==> config.mk <==
export PLATFORM = sky130hd
export DESIGN_NAME = resp_serializer
export DESIGN_NICKNAME = d
export VERILOG_FILES = /design/src/rtl/cmd_pkg.sv /design/src/rtl/resp_serializer.sv
export SDC_FILE = /design/constraint.sdc
export NUM_CORES = 1
export LEC_CHECK = 0
export BUFFER_PORTS_ARGS = -buffer_cell sky130_fd_sc_hd__buf_2
export CORE_MARGIN = 5
export CORE_UTILIZATION = 49
export DETAILED_ROUTE_END_ITERATION = 8
export GPL_TIMING_DRIVEN = 0
export PLACE_DENSITY = 0.75
export SYNTH_ARGS = -nofsm -noshare
export SYNTH_HDL_FRONTEND = slang
export SYNTH_SLANG_ARGS = --single-unit
==> constraint.sdc <==
create_clock -name clk -period 1.75 [get_ports clk]
set_input_delay 0.0875 -clock clk [delete_from_list [all_inputs] [get_ports clk]]
set_output_delay 0.0875 -clock clk [all_outputs]
set_load 0.01 [all_outputs]
==> src/rtl/cmd_pkg.sv <==
// Shared types and constants for the command/response path: packet layout,
// response frame constants and the serializer state encoding.
package cmd_pkg;

  localparam int unsigned CMD_BYTE_W     = 8;
  localparam int unsigned RESP_FRAME_LEN = 5;
  localparam int unsigned RESP_IDX_W     = 3;
  localparam int unsigned RESP_CNT_W     = 16;

  localparam logic [CMD_BYTE_W-1:0] RESP_SYNC_BYTE = 8'h55;

  typedef struct packed {
    logic [CMD_BYTE_W-1:0] opcode;
    logic [CMD_BYTE_W-1:0] addr;
    logic [CMD_BYTE_W-1:0] data;
  } cmd_packet_t;

  typedef enum logic [2:0] {
    IDLE    = 3'd0,
    LOAD    = 3'd1,
    SEND    = 3'd2,
    WAIT_HI = 3'd3,
    WAIT_LO = 3'd4
  } resp_state_t;

  // Frame trailer byte: XOR of the three payload fields
  function automatic logic [CMD_BYTE_W-1:0] resp_checksum(input cmd_packet_t p);
    return p.opcode ^ p.addr ^ p.data;
  endfunction

endpackage

==> src/rtl/resp_serializer.sv <==
// Pops response packets from a FWFT FIFO and sends each one to uart_tx as a
// 5-byte frame: sync, opcode, addr, data, checksum.
module resp_serializer
  import cmd_pkg::*;
#(
  parameter logic [CMD_BYTE_W-1:0] SYNC_BYTE = RESP_SYNC_BYTE
) (
  input  logic                  clk,
  input  logic                  rst,
  input  logic                  resp_valid,
  input  cmd_packet_t           resp_rd_data,
  output logic                  resp_rd_en,
  input  logic                  tx_busy,
  output logic                  tx_start,
  output logic [CMD_BYTE_W-1:0] tx_data,
  output logic                  busy,
  output logic [RESP_CNT_W-1:0] frame_count
);

  localparam logic [RESP_IDX_W-1:0] LAST_IDX = RESP_IDX_W'(RESP_FRAME_LEN - 1);

  resp_state_t           state, state_nxt;
  cmd_packet_t           pkt, pkt_nxt;
  logic [RESP_IDX_W-1:0] idx, idx_nxt;
  logic                  resp_rd_en_nxt;
  logic                  tx_start_nxt;
  logic [CMD_BYTE_W-1:0] tx_data_nxt;
  logic                  busy_nxt;
  logic [RESP_CNT_W-1:0] frame_count_nxt;
  logic [CMD_BYTE_W-1:0] frame_byte_c;

  // Byte of the latched frame selected by the current index
  always_comb begin
    frame_byte_c = resp_checksum(pkt);
    case (idx)
      3'd0:    frame_byte_c = SYNC_BYTE;
      3'd1:    frame_byte_c = pkt.opcode;
      3'd2:    frame_byte_c = pkt.addr;
      3'd3:    frame_byte_c = pkt.data;
      default: frame_byte_c = resp_checksum(pkt);
    endcase
  end

  // Next-state and registered-output logic
  always_comb begin
    state_nxt       = state;
    pkt_nxt         = pkt;
    idx_nxt         = idx;
    resp_rd_en_nxt  = 1'b0;
    tx_start_nxt    = 1'b0;
    tx_data_nxt     = tx_data;
    frame_count_nxt = frame_count;

    case (state)
      IDLE: begin
        if (resp_valid) begin
          resp_rd_en_nxt = 1'b1;
          pkt_nxt        = resp_rd_data;
          state_nxt      = LOAD;
        end
      end
      LOAD: begin
        idx_nxt   = '0;
        state_nxt = SEND;
      end
      SEND: begin
        if (!tx_busy) begin
          tx_data_nxt  = frame_byte_c;
          tx_start_nxt = 1'b1;
          state_nxt    = WAIT_HI;
        end
      end
      WAIT_HI: begin
        if (tx_busy) state_nxt = WAIT_LO;
      end
      WAIT_LO: begin
        if (!tx_busy) begin
          if (idx == LAST_IDX) begin
            frame_count_nxt = frame_count + RESP_CNT_W'(1);
            state_nxt       = IDLE;
          end else begin
            idx_nxt   = idx + RESP_IDX_W'(1);
            state_nxt = SEND;
          end
        end
      end
      default: state_nxt = IDLE;
    endcase

    busy_nxt = (state_nxt != IDLE);
  end

  always_ff @(posedge clk or negedge rst) begin
    if (!rst) begin
      state       <= IDLE;
      pkt         <= '0;
      idx         <= '0;
      resp_rd_en  <= 1'b0;
      tx_start    <= 1'b0;
      tx_data     <= '0;
      busy        <= 1'b0;
      frame_count <= '0;
    end else begin
      state       <= state_nxt;
      pkt         <= pkt_nxt;
      idx         <= idx_nxt;
      resp_rd_en  <= resp_rd_en_nxt;
      tx_start    <= tx_start_nxt;
      tx_data     <= tx_data_nxt;
      busy        <= busy_nxt;
      frame_count <= frame_count_nxt;
    end
  end

endmodule

==> run summary <==
Data arrival, critical path = 2060 ps
Total number of yosys warnings = 0
Clock sink total = 57
Worst setup margin = -57.1 ps
Synthesis-to-finish area growth = 35.2%
CP required = 2000 ps
Hold WS = 7.14 ps
Worst Reg-to-Reg Cells = 4
CP Capture Type = flip-flop
Peak supply drop = 0.000966 V
Post-DP HPWL = 3.86 mm
Routed length per instance = 15.3 um
Crit path kind = flip-flop to flip-flop
Combinational power share = 44.7%
Core Area = 5440 sq um
Buffers added on ports = 54
Max Slew Vio Count = 0
Crit Path Max Fanout = 4
GRT Total Usage = 18.1%
Crit-path cells = or4b_4 -> or4_4 -> nor2_2 -> xor2_1
Post-Syn Area = 2710 sq um
Worst Hold Class = primary input to flip-flop
First-pass GRT wire length = 10.2 mm
Yosys cell types = 40
Status = finished with violations
CP delay by family, top = simple AND/OR/NAND/NOR gates
Layout cells sized above 1 = 38.9%
Sequential share of power = 38.8%
Clk slew on worst S/H paths = 60 ps
Internal power = 3.70 mW
TritonCTS clock tree = done
# Max-Cap Violations = 0
Violated checks = negative setup slack
Clk_lat worst skew = 330 ps
Die Ht = 84.4 um
Largest net degree at the start of global routing = 58
Final period util = 103%
Leakage power total = 1.68 nW
CP Buf/Inv Count = 0
Yosys top cell by area = dfrtp_1
IO Count = 55
Gpl congestion = 0.763
Remaining global-route overflow = 0
CTS Buf Count = 9
TNS Setup = -112 ps
Fmax = 0.553 GHz
Sequential share of the synthesized area = 52.6%
Root buffer cell = clkbuf_8
Headroom to the max-slew limit = 52.6%
Syn_nets = 262
Switching Share = 36.5%
Least-Margin Pin Slew = 711 ps
Crit path from = state[0]
Via count = 2132
Cell row count = 27
Max clock buf depth = 2
Worst r2r src = state[0]
Vias/cell = 5.32
Reg-to-reg slack, setup = -60 ps
Most numerous cell in the Yosys netlist = dfrtp_1
Post-Layout Inst Area = 3660 sq um
Main synth FF type = dfrtp_1
Vias in the first global route = 2171
Placed cell areas = 3070 sq um
Number of flops mapped to enable cells by yosys = 0
Finish-stage setup viols = 4
Htree depth = 3
Psw = 2.12 mW
Initial drt markers = 166
Drt pass-1 iters = 6
Final Hold Viols = 0
Antenna cell count = 0
DRT antenna net count = 0
Die area = 7120 sq um
Final min period = 1810 ps
Initial antenna violation count = 0
Cell count along the critical path = 4
Post-synthesis register bit count = 57
Async set-reset flop share out of synthesis = 100%
Initial Utilization = 49.9%
CP startpoint kind = flip-flop
Clock power frac = 16.5%
Power Density = 1590 nW/um^2
Synth top area cells = dfrtp_1, mux2_2, xnor2_1, a222oi_1, ha_1
NumNets Final = 360
Critical R2R Capture = frame_count[12]
RSZ-0062 raised after global routing = yes
Synth Instances = 228
Drt total wl = 6.12 mm
Yosys top cell area share = 52.6%
Die width = 84.4 um
# DRC = 0
Slowest cell delay on critical path = 560 ps
Tot Pwr = 5.82 mW
Worst Setup EP = frame_count[12]
Synth top cells by count = dfrtp_1, xnor2_1, mux2_2, nand2_1, nor2_1
CP max-delay cell = or4b_4
Util after Layout = 67.4%
Layout Skew = 3.35 ps
Mapped Avg Cell Area = 11.9 sq um
==> state kept, by name, indices dropped and copies added, names as in the netlist <==
signal / flops
tx_start: 1
tx_data: 8
idx: 3
resp_rd_en: 1
pkt: 24
frame_count: 16
state: 3
busy: 1
==> worst register-to-register path: stages, from the launching register on <==
cell,delay [ps]
dfrtp_2,410
or4b_4,560
or4_4,470
nor2_2,140
xor2_1,150
==> per-stage QoR <==
step	worst slack [ps]	std cells
4_1_cts	-163	393
6_report	-57.1	401
2_1_floorplan	-13.1	228
5_1_grt	-106	401
3_5_place_dp	-392	354
3_3_place_gp	-316	354
==> worst min-delay path by stage <==
stage	start	to	slack, ps	depth (start not counted)
2_1_floorplan	rst	busy	-210	0
3_3_place_gp	resp_rd_data[12]	pkt[12]	310	2
3_5_place_dp	resp_rd_data[12]	pkt[12]	310	2
4_1_cts	resp_rd_data[20]	pkt[20]	4	2
5_1_grt	resp_rd_data[20]	pkt[20]	0.4	2
6_report	resp_rd_data[20]	pkt[20]	7	2
==> layout make-up <==
cell class,count,area [sq um]
Fill cell,416,1770
Sequential cell,57,1430
Multi-Input combinational cell,158,1340
Timing Repair Buffer,88,588
Clock buffer,13,139
Tap cell,72,90.1
Buffer,8,56.3
Inverter,4,20.0
Clock inverter,1,5.00
==> layer usage <==
metal / track usage, % / routed length (um) / part of all wire (%)
met1: 22.2 / 2570 / 42
met2: 29.6 / 2990 / 49
met3: 5.10 / 419 / 6.8
met4: 8.63 / 144 / 2.4
met5: 0 / 0 / 0
==> power by group through the flow <==
stage / Clock, mW / Sequential (mW) / Combinational, mW
2_1_floorplan: 0 / 2.23 / 1.57
3_3_place_gp: 0 / 2.24 / 2.02
3_5_place_dp: 0 / 2.26 / 2.10
4_1_cts: 0.987 / 2.23 / 2.31
5_1_grt: 1.06 / 2.33 / 2.87
6_report: 0.960 / 2.26 / 2.60
==> what timing repair did <==
item | 4_1_cts | 5_1_grt
setup endpoints to repair | 37 | 40
setup buffers | 4 | 6
hold buffers | 22 | 2
gates resized for setup | 13 | 27
pin swaps | 3 | 19
hold endpoints to repair | 22 | 58
==> cell usage in the layout, fill, tap and decap left out, types with 4 or more instances in the layout <==
master / netlist / final
dfrtp_1: 57 / 54
buf_2: 3 / 53
xnor2_1: 27 / 27
dlygate4sd3_1: 0 / 24
mux2_2: 23 / 23
nand2_1: 20 / 18
nor2_1: 16 / 15
buf_4: 1 / 12
clkbuf_8: 0 / 9
a222oi_1: 8 / 8
a31oi_1: 8 / 8
nand4_1: 6 / 6
clkbuf_1: 2 / 5
nor2b_1: 4 / 4
o21ai_0: 4 / 4
xor2_1: 4 / 4
ha_4: 0 / 4
==> kinds of logic after synthesis <==
group           synth area share [%]
fa+ha+maj                       2.77
buf+inv                         2.08
mux                             11.5
flops                           52.6
simple gates                    14.0
compound gates                  7.01
xor+xnor                        10.0
(Power assumes the default switching activity.)
